File: config.mk
export PLATFORM = sky130hd
export DESIGN_NAME = uart_tx_rx_module
export DESIGN_NICKNAME = d
export VERILOG_FILES = /design/src/rtl/uart_tx_rx_module.sv
export SDC_FILE = /design/constraint.sdc
export NUM_CORES = 1
export LEC_CHECK = 0
export ABC_AREA = 1
export ABC_CLOCK_PERIOD_IN_PS = 2060
export CORE_MARGIN = 8
export CORE_UTILIZATION = 57
export DETAILED_ROUTE_END_ITERATION = 8
export PLACE_DENSITY_LB_ADDON = 0.08
export SYNTH_ARGS = -nofsm -noshare
export SYNTH_HDL_FRONTEND = slang
export SYNTH_SLANG_ARGS = --single-unit
File: constraint.sdc
create_clock -name IN_CLOCK -period 2.06 [get_ports IN_CLOCK]
set_input_delay 0.412 -clock IN_CLOCK [delete_from_list [all_inputs] [get_ports IN_CLOCK]]
set_output_delay 0.412 -clock IN_CLOCK [all_outputs]
set_load 0.05 [all_outputs]
File: src/rtl/uart_tx_rx_module.sv
// rtl/uart_tx_rx_module.sv - full-duplex UART endpoint (independent TX and RX on one clock)
//
// Transmitter: a rising edge on IN_TX_LAUNCH while idle captures IN_TX_DATA and
// sends start / data (LSB first) / optional parity / stop bits, each bit held for
// CLOCK_FREQUENCY/UART_BAUD_RATE clocks.
// Receiver: double-synchronises the serial input, samples each bit at its centre,
// checks parity and stop bits, and strobes the received word out.
//
// Optional build macro: UART_LOOPBACK_EN adds IN_LOOPBACK, which feeds the TX line
// straight into the RX synchroniser when high.
//
// Ports:
//   IN_CLOCK                 system clock, rising edge
//   IN_RESET_N               asynchronous active-low reset
//   IN_LOOPBACK              (UART_LOOPBACK_EN only) route TX line into RX
//   IN_TX_LAUNCH             transmit request, rising-edge detected
//   IN_TX_DATA               word to send, captured at launch
//   OUT_TX_SERIAL            serial line, idle high
//   OUT_TX_ACTIVE            high from start bit through last stop cycle
//   OUT_TX_DONE              one-cycle pulse after the frame
//   OUT_TX_START_BIT_ACTIVE  high during the start bit
//   OUT_TX_STOP_BIT_ACTIVE   high during the stop bit(s)
//   IN_RX_SERIAL             asynchronous serial input
//   OUT_RX_DATA              last received word
//   OUT_RX_DATA_READY        one-cycle pulse when a frame completes
//   OUT_RX_ERROR             parity or framing error of the last completed frame

module uart_tx_rx_module #(
  parameter int UART_BAUD_RATE           = 9600,
  parameter int CLOCK_FREQUENCY          = 38400,
  parameter int PARITY                   = 2,
  parameter int NUM_OF_DATA_BITS_IN_PACK = 8,
  parameter int NUMBER_STOP_BITS         = 1
) (
  input  logic                                IN_CLOCK,
  input  logic                                IN_RESET_N,
`ifdef UART_LOOPBACK_EN
  input  logic                                IN_LOOPBACK,
`endif
  input  logic                                IN_TX_LAUNCH,
  input  logic [NUM_OF_DATA_BITS_IN_PACK-1:0] IN_TX_DATA,
  output logic                                OUT_TX_SERIAL,
  output logic                                OUT_TX_ACTIVE,
  output logic                                OUT_TX_DONE,
  output logic                                OUT_TX_START_BIT_ACTIVE,
  output logic                                OUT_TX_STOP_BIT_ACTIVE,
  input  logic                                IN_RX_SERIAL,
  output logic [NUM_OF_DATA_BITS_IN_PACK-1:0] OUT_RX_DATA,
  output logic                                OUT_RX_DATA_READY,
  output logic                                OUT_RX_ERROR
);

  localparam int CPB       = CLOCK_FREQUENCY / UART_BAUD_RATE;
  localparam int NDB       = NUM_OF_DATA_BITS_IN_PACK;
  localparam int STOP_CLKS = NUMBER_STOP_BITS * CPB;
  localparam int CNT_W     = $clog2(STOP_CLKS + 1);
  localparam int BIT_W     = $clog2(NDB + 1);

  localparam logic [CNT_W-1:0] BIT_LAST  = CNT_W'(CPB - 1);
  localparam logic [CNT_W-1:0] BIT_MID   = CNT_W'(CPB / 2);
  localparam logic [CNT_W-1:0] STOP_LAST = CNT_W'(STOP_CLKS - 1);
  localparam logic [BIT_W-1:0] DATA_LAST = BIT_W'(NDB - 1);
  localparam logic             STOP_IDX_LAST = 1'(NUMBER_STOP_BITS - 1);

  // ---------------------------------------------------------------------------
  // Transmitter
  // ---------------------------------------------------------------------------
  typedef enum logic [2:0] {
    TX_IDLE,
    TX_START,
    TX_DATA,
    TX_PARITY,
    TX_STOP,
    TX_DONE
  } tx_state_t;

  tx_state_t          tx_state;
  logic               launch_q;
  logic [NDB-1:0]     tx_shift;
  logic               tx_par;
  logic [CNT_W-1:0]   tx_cnt;
  logic [BIT_W-1:0]   tx_bit;

  always_ff @(posedge IN_CLOCK or negedge IN_RESET_N) begin
    if (!IN_RESET_N) begin
      tx_state                <= TX_IDLE;
      launch_q                <= 1'b0;
      tx_shift                <= '0;
      tx_par                  <= 1'b0;
      tx_cnt                  <= '0;
      tx_bit                  <= '0;
      OUT_TX_SERIAL           <= 1'b1;
      OUT_TX_ACTIVE           <= 1'b0;
      OUT_TX_DONE             <= 1'b0;
      OUT_TX_START_BIT_ACTIVE <= 1'b0;
      OUT_TX_STOP_BIT_ACTIVE  <= 1'b0;
    end else begin
      // launch_q follows the input every cycle, so an edge that arrives while
      // busy is consumed and a level held across the frame cannot relaunch.
      launch_q    <= IN_TX_LAUNCH;
      OUT_TX_DONE <= 1'b0;
      case (tx_state)
        TX_IDLE: begin
          if (IN_TX_LAUNCH && !launch_q) begin
            tx_shift                <= IN_TX_DATA;
            tx_par                  <= (PARITY == 1) ? ~^IN_TX_DATA : ^IN_TX_DATA;
            tx_cnt                  <= '0;
            tx_state                <= TX_START;
            OUT_TX_SERIAL           <= 1'b0;
            OUT_TX_ACTIVE           <= 1'b1;
            OUT_TX_START_BIT_ACTIVE <= 1'b1;
          end
        end
        TX_START: begin
          if (tx_cnt == BIT_LAST) begin
            tx_cnt                  <= '0;
            tx_bit                  <= '0;
            tx_state                <= TX_DATA;
            OUT_TX_SERIAL           <= tx_shift[0];
            OUT_TX_START_BIT_ACTIVE <= 1'b0;
          end else begin
            tx_cnt <= tx_cnt + 1'b1;
          end
        end
        TX_DATA: begin
          if (tx_cnt == BIT_LAST) begin
            tx_cnt <= '0;
            if (tx_bit == DATA_LAST) begin
              if (PARITY != 0) begin
                tx_state      <= TX_PARITY;
                OUT_TX_SERIAL <= tx_par;
              end else begin
                tx_state               <= TX_STOP;
                OUT_TX_SERIAL          <= 1'b1;
                OUT_TX_STOP_BIT_ACTIVE <= 1'b1;
              end
            end else begin
              // The line is driven from bit 1 because bit 0 is the one
              // currently on the wire and is dropped by this shift.
              tx_bit        <= tx_bit + 1'b1;
              tx_shift      <= tx_shift >> 1;
              OUT_TX_SERIAL <= tx_shift[1];
            end
          end else begin
            tx_cnt <= tx_cnt + 1'b1;
          end
        end
        TX_PARITY: begin
          if (tx_cnt == BIT_LAST) begin
            tx_cnt                 <= '0;
            tx_state               <= TX_STOP;
            OUT_TX_SERIAL          <= 1'b1;
            OUT_TX_STOP_BIT_ACTIVE <= 1'b1;
          end else begin
            tx_cnt <= tx_cnt + 1'b1;
          end
        end
        TX_STOP: begin
          if (tx_cnt == STOP_LAST) begin
            tx_cnt                 <= '0;
            tx_state               <= TX_DONE;
            OUT_TX_ACTIVE          <= 1'b0;
            OUT_TX_STOP_BIT_ACTIVE <= 1'b0;
            OUT_TX_DONE            <= 1'b1;
          end else begin
            tx_cnt <= tx_cnt + 1'b1;
          end
        end
        TX_DONE: begin
          tx_state <= TX_IDLE;
        end
        default: begin
          tx_state      <= TX_IDLE;
          OUT_TX_SERIAL <= 1'b1;
          OUT_TX_ACTIVE <= 1'b0;
        end
      endcase
    end
  end

  // ---------------------------------------------------------------------------
  // Receiver
  // ---------------------------------------------------------------------------
  typedef enum logic [2:0] {
    RX_IDLE,
    RX_START,
    RX_DATA,
    RX_PARITY,
    RX_STOP
  } rx_state_t;

  logic rx_src;
`ifdef UART_LOOPBACK_EN
  assign rx_src = IN_LOOPBACK ? OUT_TX_SERIAL : IN_RX_SERIAL;
`else
  assign rx_src = IN_RX_SERIAL;
`endif

  rx_state_t          rx_state;
  logic               rx_meta;
  logic               rx_sync;
  logic [NDB-1:0]     rx_shift;
  logic [CNT_W-1:0]   rx_cnt;
  logic [BIT_W-1:0]   rx_bit;
  logic               rx_stop_idx;
  logic               parity_err;
  logic               framing_err;
  logic               rx_mid;
  logic               rx_par_exp;

  assign rx_mid     = (rx_cnt == BIT_MID);
  assign rx_par_exp = (PARITY == 1) ? ~^rx_shift : ^rx_shift;

  always_ff @(posedge IN_CLOCK or negedge IN_RESET_N) begin
    if (!IN_RESET_N) begin
      rx_state          <= RX_IDLE;
      rx_meta           <= 1'b1;
      rx_sync           <= 1'b1;
      rx_shift          <= '0;
      rx_cnt            <= '0;
      rx_bit            <= '0;
      rx_stop_idx       <= 1'b0;
      parity_err        <= 1'b0;
      framing_err       <= 1'b0;
      OUT_RX_DATA       <= '0;
      OUT_RX_DATA_READY <= 1'b0;
      OUT_RX_ERROR      <= 1'b0;
    end else begin
      rx_meta           <= rx_src;
      rx_sync           <= rx_meta;
      OUT_RX_DATA_READY <= 1'b0;

      // Bit-phase counter wraps every bit period; the cycle that detected the
      // falling level is phase 0, so START is entered at phase 1 and every
      // sample lands on phase CPB/2.
      if (rx_state != RX_IDLE) begin
        rx_cnt <= (rx_cnt == BIT_LAST) ? '0 : rx_cnt + 1'b1;
      end

      case (rx_state)
        RX_IDLE: begin
          if (!rx_sync) begin
            rx_state    <= RX_START;
            rx_cnt      <= CNT_W'(1);
            parity_err  <= 1'b0;
            framing_err <= 1'b0;
          end
        end
        RX_START: begin
          if (rx_mid) begin
            if (rx_sync) begin
              rx_state <= RX_IDLE;
            end else begin
              rx_state <= RX_DATA;
              rx_bit   <= '0;
            end
          end
        end
        RX_DATA: begin
          if (rx_mid) begin
            rx_shift <= {rx_sync, rx_shift[NDB-1:1]};
            if (rx_bit == DATA_LAST) begin
              rx_stop_idx <= 1'b0;
              rx_state    <= (PARITY != 0) ? RX_PARITY : RX_STOP;
            end else begin
              rx_bit <= rx_bit + 1'b1;
            end
          end
        end
        RX_PARITY: begin
          if (rx_mid) begin
            parity_err <= (rx_sync != rx_par_exp);
            rx_state   <= RX_STOP;
          end
        end
        RX_STOP: begin
          if (rx_mid) begin
            if (rx_stop_idx == STOP_IDX_LAST) begin
              OUT_RX_DATA       <= rx_shift;
              OUT_RX_DATA_READY <= 1'b1;
              OUT_RX_ERROR      <= parity_err | framing_err | !rx_sync;
              rx_state          <= RX_IDLE;
            end else begin
              framing_err <= framing_err | !rx_sync;
              rx_stop_idx <= 1'b1;
            end
          end
        end
        default: begin
          rx_state <= RX_IDLE;
        end
      endcase
    end
  end

endmodule

## Word-level counts from Yosys, hierarchy flattened

Cells that the tools add are included.

| storage, ports and cells | value |
|---|---|
| bits in latches | 0 |
| memories | 0 |
| bits in read-only memories | 0 |
| bits of input ports | 12 |
| bits in writable memories | 0 |
| bits in registers | 58 |

| cells by class | value |
|---|---|
| div/mod/pow operators | 0 |
| multiply operators | 0 |
| bitwise logic cells | 6 |
| muxes and demuxes | 63 |
| shift-type cells | 0 |
| equality and inequality tests | 32 |
| reduce and logical (&&, ||, !) cells | 36 |
| add/subtract/negate cells | 4 |
| magnitude comparators | 0 |

Operator list:

| cell | count |
|---|---|
| 2-to-1 mux 3 bit | 19 |
| inequality test 2 bit (second input constant) | 17 |
| one-hot mux 3 bit (5 select lines) | 2 |
| 2-to-1 mux 4 bit | 7 |
| 2-to-1 mux 8 bit | 3 |
| == test 3 x 2 -> 1 bit (second input constant) | 7 |
| 2-to-1 mux 1 bit | 20 |
| nonzero test 2 bit | 9 |
| one-hot mux 4 bit (2 select lines) | 2 |
| one-hot mux 8 bit (2 select lines) | 1 |
| AND reduction 4 bit | 4 |
| XOR reduction 8 bit | 2 |
| AND reduction 3 bit | 5 |
| one-hot mux 1 bit (2 select lines) | 5 |
| AND reduction 5 bit | 2 |
| == test 3 bit (second input constant) | 3 |
| adder 4 x 1 -> 4 bit (second input constant) | 2 |
| == test 4 x 3 -> 1 bit (second input constant) | 2 |
| OR reduction 4 bit | 2 |
| AND reduction 7 bit | 1 |
| adder 3 x 1 -> 3 bit (second input constant) | 2 |
| == test 3 x 1 -> 1 bit (second input constant) | 2 |
| zero test 3 bit | 2 |
| one-hot mux 3 bit (2 select lines) | 1 |
| 12 further kinds | 19 |

## Depth between registers and ports, before layout

Gate-level depths: netlist of the first run.

| logic depth | value |
|---|---|
| depth after elaboration | 5 |
| mapped depth | 10 |
| depth with buffers taken out | 10 |

## Worst setup path after synthesis of the first run

No wires, ideal clock.

| path | value |
|---|---|
| path type | reg-to-reg |
| start | reg rx_cnt[0] |
| end | reg OUT_RX_DATA[0] |
| slack | 0.593 ns |
| buffers on the path | 1 |
| arrival time | 1.336 ns |
| stages on the path, launching flop included | 8 |
| data required time | 1.929 ns |
| path through | dfrtp_1 inv_1 ha_1 nand2_1 inv_1 nand3_1 clkbuf_1 o21ai_0 |

| on the way | value |
|---|---|
| longest elaborated chain between the ends | 2 |

Ends and longest elaborated chain:

| item | line | source |
|---|---|---|
| from (decl) | 203 | `logic [CNT_W-1:0] rx_cnt;` |
| from (signal assigned) | 237 | `rx_cnt <= (rx_cnt == BIT_LAST) ? '0 : rx_cnt + 1'b1;` |
| == test 3 x 2 -> 1 bit | 211 | `assign rx_mid = (rx_cnt == BIT_MID);` |
| AND reduction 3 bit (no line) | n/a |  |
| to (signal assigned) | 279 | `OUT_RX_DATA <= rx_shift;` |
| to (decl) | 48 | `output logic [NUM_OF_DATA_BITS_IN_PACK-1:0] OUT_RX_DATA,` |

Every way passes these cells.
A chain may end at the register's enable or synchronous reset.

## Worst setup path after layout of the first run

| path | value |
|---|---|
| start | reg OUT_TX_START_BIT_ACTIVE |
| end | out OUT_TX_START_BIT_ACTIVE |

RTL lines:

| item | line | source |
|---|---|---|
| from (decl) | 45 | `output logic OUT_TX_START_BIT_ACTIVE,` |
| from (signal assigned) | 95 | `OUT_TX_START_BIT_ACTIVE <= 1'b0;` |
| from (signal assigned) | 111 | `OUT_TX_START_BIT_ACTIVE <= 1'b1;` |
| from (signal assigned) | 120 | `OUT_TX_START_BIT_ACTIVE <= 1'b0;` |

No word-level cell between the ends.

==> results of run 1 <==
kinds of logic (layout without fill, tap and decap cells):
family	count (synthesis)	after routing
AND/OR/NAND/NOR	162	162
flip-flops	57	57
adder cells (fa/ha/maj)	5	5
XOR/XNOR	11	11
AO/OA/AOI/OAI	61	61
buffers and inverters	55	95
multiplexers	1	1
worst register-to-register path, delay by kind of cell, from the launching register on:
family / cells / cell delay, ps
simple gates: 4 / 640
flops: 1 / 450
buf+inv: 2 / 230
compound gates: 2 / 200
how the worst min path moves through the flow:
stage	slack, ps	from	endpoint
6_report	60	IN_RESET_N	OUT_RX_DATA[7]
5_1_grt	90	IN_RESET_N	tx_par
4_1_cts	70	IN_RESET_N	tx_par
3_5_place_dp	350	rx_meta	rx_sync
3_3_place_gp	350	rx_meta	rx_sync
2_1_floorplan	120	IN_RESET_N	OUT_RX_DATA[0]
cells in the final DEF, fill, tap and decap left out, types with 5 or more instances in the layout:
cell,count
nor2_1,21
inv_1,49
xor2_1,6
xnor2_1,5
nand3_1,22
ha_1,5
dfrtp_1,54
a21oi_1,6
nand2_1,108
clkdlybuf4s50_1,24
o21ai_0,42
nand2_2,5
clkbuf_8,11
sequential cells by signal (all words and copies together) (netlist names), 3 cells and up:
signal / cells
rx_bit: 4
rx_cnt: 3
tx_bit: 4
OUT_RX_DATA: 8
tx_shift: 8
rx_shift: 8
tx_cnt: 3
tx_state: 3
rx_state: 3
area by class of cell:
cell class,instances,area share (%)
repair buffers,29,8.51
well taps,67,2.48
clock inverters,3,1.18
clock buffers,12,4.59
inverters,51,5.66
multi-input cells,240,35.3
flip-flops and latches,57,42.3
power by group through the flow:
| stage | combinational (mW) | sequential, mW | clock (mW) |
|---|---|---|---|
| CTS | 1.60 | 1.67 | 1.06 |
| floorplan | 1.07 | 1.79 | 0 |
| global route | 1.82 | 1.70 | 1.10 |
| finish | 1.59 | 1.66 | 1.04 |
| global placement | 1.54 | 1.67 | 0 |
| detailed placement | 1.60 | 1.68 | 0 |
metrics by stage:
stage,util (%),total power [mW],area (um2)
after CTS,71.1,4.32,3380
after global placement,67.0,3.21,3190
after detailed placement,67.0,3.28,3190
after floorplan,-,2.86,2840
after global routing,71.1,4.62,3380
final,71.1,4.29,3380
routing by layer:
| layer | GRT usage [%] | wire, um |
|---|---|---|
| met2 | 28.1 | 2780 |
| met1 | 17.2 | 2400 |
| met4 | 6.89 | 99 |
| met3 | 6.43 | 267 |
| met5 | 0 | 0 |
==> summary.txt, run 1 <==
Placed design
  • Dpl cells: approximately 440
  • Pre-CTS WS: about 260 ps
  • Port bufs: 26
  • DP Wirelength: roughly 4 mm
  • Global placement routability congestion: between 0.8 and 0.9

Pwr
  • Cell Int Power: ~2.6 mW
  • Clock network power share: roughly a quarter
  • Leakage: approximately 1.7 nW
  • Seq pwr share: between 30% and 40%
  • Switching part of the total: between 30% and 40%
  • Power density over the cells: ~1300 mW/mm2
  • Logic pwr share: a little under two fifths
  • Sw power: ~1.7 mW
  • Peak supply drop: 0.000726 V

Finish
  • Footprint of the multi-input gates: 0.00119 mm2
  • Antenna diodes: 0
  • Fillers: 390
  • Layout Area Growth over Synthesis: 19.1%
  • Nets@finish: between 400 and 500
  • Share of layout cells above drive strength 1: 8.42%
  • Register Area: 0.00143 mm2
  • Finished Layout Cells: between 400 and 500

Critical path
  • Crit. End Element: primary output
  • CP peak stage delay: between 800 and 900 ps
  • CP max FO: 2
  • Crit path buf inv count: 1
  • Slowest stage cell, crit path: clkdlybuf4s50_1
  • CP Depth: 1
  • WP data arrival: approximately 1500 ps
  • Worst reg2reg path depth: 8
  • Critical path startpoint category: flip-flop
  • Worst setup path endpoint: OUT_TX_START_BIT_ACTIVE
  • Worst-path cell chain: clkdlybuf4s50_1
  • Worst r2r src: tx_state[1]
  • Reg-to-Reg End: tx_bit[0]
  • Crit Path Class: reg2out
  • CP required: ~1700 ps
  • Reg-to-reg setup timing slack: about 430 ps
  • Worst Setup SP: OUT_TX_START_BIT_ACTIVE
  • Worst path top cell family by delay: buffers and inverters

Timing
  • Peak Freq: roughly 0.52 GHz
  • Hold Slack: between 60 and 70 ps
  • Slew margin rel.: 66.2%
  • PnR worst setup slack: 123 ps
  • Fin crit period: a little under 2000 ps
  • Total negative slack: 0 ps
  • Final setup fails: 0
  • Count of pins over their slew limit: 0
  • Final Skew: approximately 8 ps
  • Final Hold Vio Count: 0
  • Worst-Margin Slew: between 500 and 600 ps
  • Unrepaired setup endpoints after global routing: no
  • Tcrit/Tclk final: roughly 94%

CTS
  • Post-CTS sizing: 0
  • Hold buffer count at CTS: 0
  • Postcts setup bufs: 0
  • TritonCTS Buffers: 9
  • Worst-path clk slew: roughly 60 ps
  • H-Tree Depth: 3
  • TritonCTS clock tree: yes
  • Clock Sinks: 57
  • Clk buf depth: 2
  • CTS Root Cell: clkbuf_8
  • Clock Latency Late Sink: between 300 and 400 ps

Logic synthesis
  • Syn Inst Count: 352
  • Commonest cells post-synth: nand2_1, dfrtp_1, inv_1
  • Syn Area/Cell: slightly above 8 um2
  • Number of enable flip-flop cells after synthesis: 0
  • Primary FF master, synth: dfrtp_1
  • Synth top area share: 47.6%
  • Warnings from Yosys: 0
  • Cell variety after synth: 33
  • Synth Area in Simple Gates: a little under a quarter
  • Ys async rst share: between 90% and 100%
  • Synth area leader: dfrtp_1
  • Syn Nets: 369
  • Compound-Gate Fraction of Synth Area: 12.3%
  • Post-Syn Area: between 0.002 and 0.003 mm2
  • Largest family of logic cells by synthesized area: simple AND/OR/NAND/NOR gates
  • Register bit count reported by yosys: between 50 and 60
  • Mux contribution to synthesized area: less than 1%
  • Main area contributors after synthesis: dfrtp_1, nand2_1, o21ai_0, inv_1, nand3_1
  • Synth Area in Adders: approximately 2.2%
  • Xor/xnor share of the synthesized area: between 3 and 4%
  • Top-count cell post-synth: nand2_1
  • Seq/Total Area, Yosys: roughly 50%

GRT
  • GRT Overall Usage: between 15 and 20%
  • Pin count of the biggest net entering global routing: 58
  • First-pass GRT wire length: approximately 9.5 mm
  • Initial antenna violation count: 0
  • Number of global-route vias before repair: ~2200
  • Grt total ovfl: 0

Drt
  • # DRC: 0
  • Initial DRC count: between 80 and 90
  • Routed Antenna Nets: 0
  • Final WL: roughly 5.5 mm
  • Via density: 5.02
  • WL per Instance: 12.1 um
  • Via Count: 2302
  • First drt pass iteration count: 4

Die
  • Die Y-Extent: about 87 um
  • Initial core utilization: roughly three fifths
  • Die Span X: 86.6 um
  • IO Pins: 27
  • # rows: 25
  • Core area: roughly 0.0048 mm2
  • Die area: about 0.0075 mm2

Run
  • Max-cap violations: 0

Outcome
  • Status: finished clean

Hold path
  • Hold WC Path Type: in2async
No activity file was read; power rests on OpenSTA's default activity.
==> run 2: changes to the inputs <==
--- a/config.mk
+++ b/config.mk
@@ -11,6 +11,7 @@
 export CORE_UTILIZATION = 57
 export DETAILED_ROUTE_END_ITERATION = 8
 export PLACE_DENSITY_LB_ADDON = 0.08
+export RECOVER_POWER = 100
 export SYNTH_ARGS = -nofsm -noshare
 export SYNTH_HDL_FRONTEND = slang
 export SYNTH_SLANG_ARGS = --single-unit
==> summary.txt, run 2 (synthesis gave the netlist of run 1 again) <==
Die
  • Die Y-Extent: 86.6 um (unchanged)
  • Die area: 0.00750 mm2 (unchanged)
  • # rows: 25 (unchanged)
  • Initial core utilization: 59.7% (unchanged)
  • Core area: 0.00475 mm2 (unchanged)
  • IO Pins: 27 (unchanged)
  • Die Span X: 86.6 um (unchanged)

GRT
  • First-pass GRT wire length: 9.51 mm (unchanged)
  • GRT Overall Usage: 16.3% (unchanged)
  • Pin count of the biggest net entering global routing: 58 (unchanged)
  • Number of global-route vias before repair: 2211 (unchanged)
  • Grt total ovfl: 0 (unchanged)
  • Initial antenna violation count: 0 (unchanged)

Placed design
  • Port bufs: 26 (unchanged)
  • Global placement routability congestion: 0.887 (unchanged)
  • DP Wirelength: 3.98 mm (unchanged)
  • Dpl cells: 444 (unchanged)

Timing
  • Tcrit/Tclk final: 95.5% (+1.5 points)
  • Peak Freq: 0.508 GHz (-1.5%)
  • Final Skew: 8.76 ps (+0.758 ps)
  • Count of pins over their slew limit: 0 (unchanged)
  • Total negative slack: 0 ps (unchanged)
  • Fin crit period: 1970 ps (+29.9 ps)
  • Final Hold Vio Count: 0 (unchanged)
  • Final setup fails: 0 (unchanged)
  • Worst-Margin Slew: 1350 ps (+844 ps)
  • Unrepaired setup endpoints after global routing: no
  • Slew margin rel.: 10.1% (-56 points)

CTS
  • TritonCTS clock tree: yes
  • Clock Latency Late Sink: 340 ps (about the same)
  • Clk buf depth: 2 (unchanged)
  • CTS Root Cell: clkbuf_8
  • Worst-path clk slew: 60 ps (about the same)
  • Postcts setup bufs: 0 (unchanged)
  • Hold buffer count at CTS: 0 (unchanged)
  • Post-CTS sizing: 0 (unchanged)
  • H-Tree Depth: 3 (unchanged)
  • Clock Sinks: 57 (unchanged)
  • TritonCTS Buffers: 9 (unchanged)

Drt
  • Met3 wire length: 282 um (+5.6%)
  • Via Count: 2320 (+0.78%)
  • # DRC: 0 (unchanged)
  • Max layer used: met4
  • Post-route met1 wirelength: 2.37 mm (-1.1%)
  • Initial DRC count: 93 (+15%)
  • Routed Antenna Nets: 0 (unchanged)
  • WL per Instance: 12.1 um (about the same)
  • First drt pass iteration count: 4 (unchanged)
  • Final WL: 5.54 mm (about the same)
  • WL met2: 2.78 mm (+0.14%)
  • Via density: 5.05 (+0.78%)

Critical path
  • CP peak stage delay: 870 ps (+50 ps)
  • Worst path top cell family by delay: buffers and inverters
  • Critical path startpoint category: flip-flop
  • CP required: 1650 ps (about the same)
  • Crit. End Element: primary output
  • Crit path buf inv count: 1 (unchanged)
  • Reg-to-reg setup timing slack: 210 ps (-220 ps)
  • Reg-to-Reg End: OUT_RX_DATA[7]
  • Worst-path cell chain: dlygate4sd3_1
  • Worst r2r src: rx_cnt[0]
  • Worst reg2reg path depth: 9 (+1)
  • Crit Path Class: reg2out
  • CP max FO: 2 (unchanged)
  • Slowest stage cell, crit path: dlygate4sd3_1
  • WP data arrival: 1550 ps (+30 ps)

Pwr
  • Sw power: 1.68 mW (-1.3%)
  • Switching part of the total: 39.6% (-0.076 points)
  • Clock network power share: 24.4% (+0.2 points)
  • Cell Int Power: 2.56 mW (-0.98%)
  • Peak supply drop: 0.000760 V (+4.8%)
  • Seq pwr share: 39.2% (+0.4 points)
  • Power density over the cells: 1270 mW/mm2 (+0.12%)
  • Leakage: 1.72 nW (+0.66%)
  • Logic pwr share: 36.4% (-0.6 points)

Finish
  • Most frequent cells in the layout: nand2_1, dfrtp_1, inv_1
  • Share of layout cells above drive strength 1: 6.12% (-2.3 points)
  • Nets@finish: 405 (unchanged)
  • Layout Area Growth over Synthesis: 17.7%
  • Largest regs: OUT_RX_DATA x8, rx_shift x8, tx_shift x8
  • Finished Layout Cells: 459 (unchanged)
  • Antenna diodes: 0 (unchanged)
  • Footprint of the multi-input gates: 0.00118 mm2 (-1.3%)
  • Commonest non-fill, non-tap cell in the layout: nand2_1
  • Fillers: 400 (+2.6%)
  • Register Area: 0.00143 mm2 (unchanged)

Run
  • Max-cap violations: 0 (unchanged)

Hold path
  • Hold path depth: 0
  • Hold EP: rx_sync
  • HP Start: rx_meta
  • Hold WC Path Type: reg2reg

Outcome
  • Status: finished clean
[run 2: cell count changes in the layout (fill, tap and decap cells not counted), sizes merged]
cell / delta
clkdlybuf4s50: -10
clkbuf: +4
dlygate4sd3: +10
buf: -4
[run 2: area by class of cell]
type,count,share of cell area (%)
flip-flops and latches,57,42.8
repair buffers,29,7.83
clock inverters,3,1.20
inverters,51,5.73
clock buffers,12,4.64
well taps,67,2.51
multi-input cells,240,35.3
[run 2: worst max path at each step]
stage | start | endpoint | slack, ps | cells past startpoint
finish | OUT_RX_ERROR | OUT_RX_ERROR | 90 | 1
global placement | IN_TX_LAUNCH | tx_shift[1] | 330 | 6
detailed placement | IN_TX_LAUNCH | tx_shift[3] | 260 | 6
CTS | OUT_TX_START_BIT_ACTIVE | OUT_TX_START_BIT_ACTIVE | 100 | 1
global route | tx_state[1] | tx_bit[0] | 50 | 8
floorplan | rx_cnt[0] | OUT_RX_DATA[0] | 590 | 7
[run 2: power groups by stage]
stage          Combinational (mW)  Clock [mW]  Sequential (mW)
2_1_floorplan                1.07           0             1.79
3_3_place_gp                 1.54           0             1.67
3_5_place_dp                 1.60           0             1.68
4_1_cts                      1.60        1.06             1.67
5_1_grt                      1.77        1.10             1.70
6_report                     1.54        1.03             1.66
[run 2: routing by layer]
layer	up-vias	track usage (%)
met1	1065	17.2
met4	0	6.89
met3	10	6.43
li1	1196	-
met2	49	28.1
met5	-	0
[run 2: through the flow]
step	util (%)	cell area (um2)	setup WS [ps]	power, mW	hold slack, ps
after floorplan	-	2840	593	2.86	116
after global placement	67.0	3190	329	3.21	348
after detailed placement	67.0	3190	261	3.28	348
after CTS	71.1	3380	104	4.32	65.9
after global routing	70.3	3340	46.2	4.58	364
final	70.3	3340	93.2	4.24	363
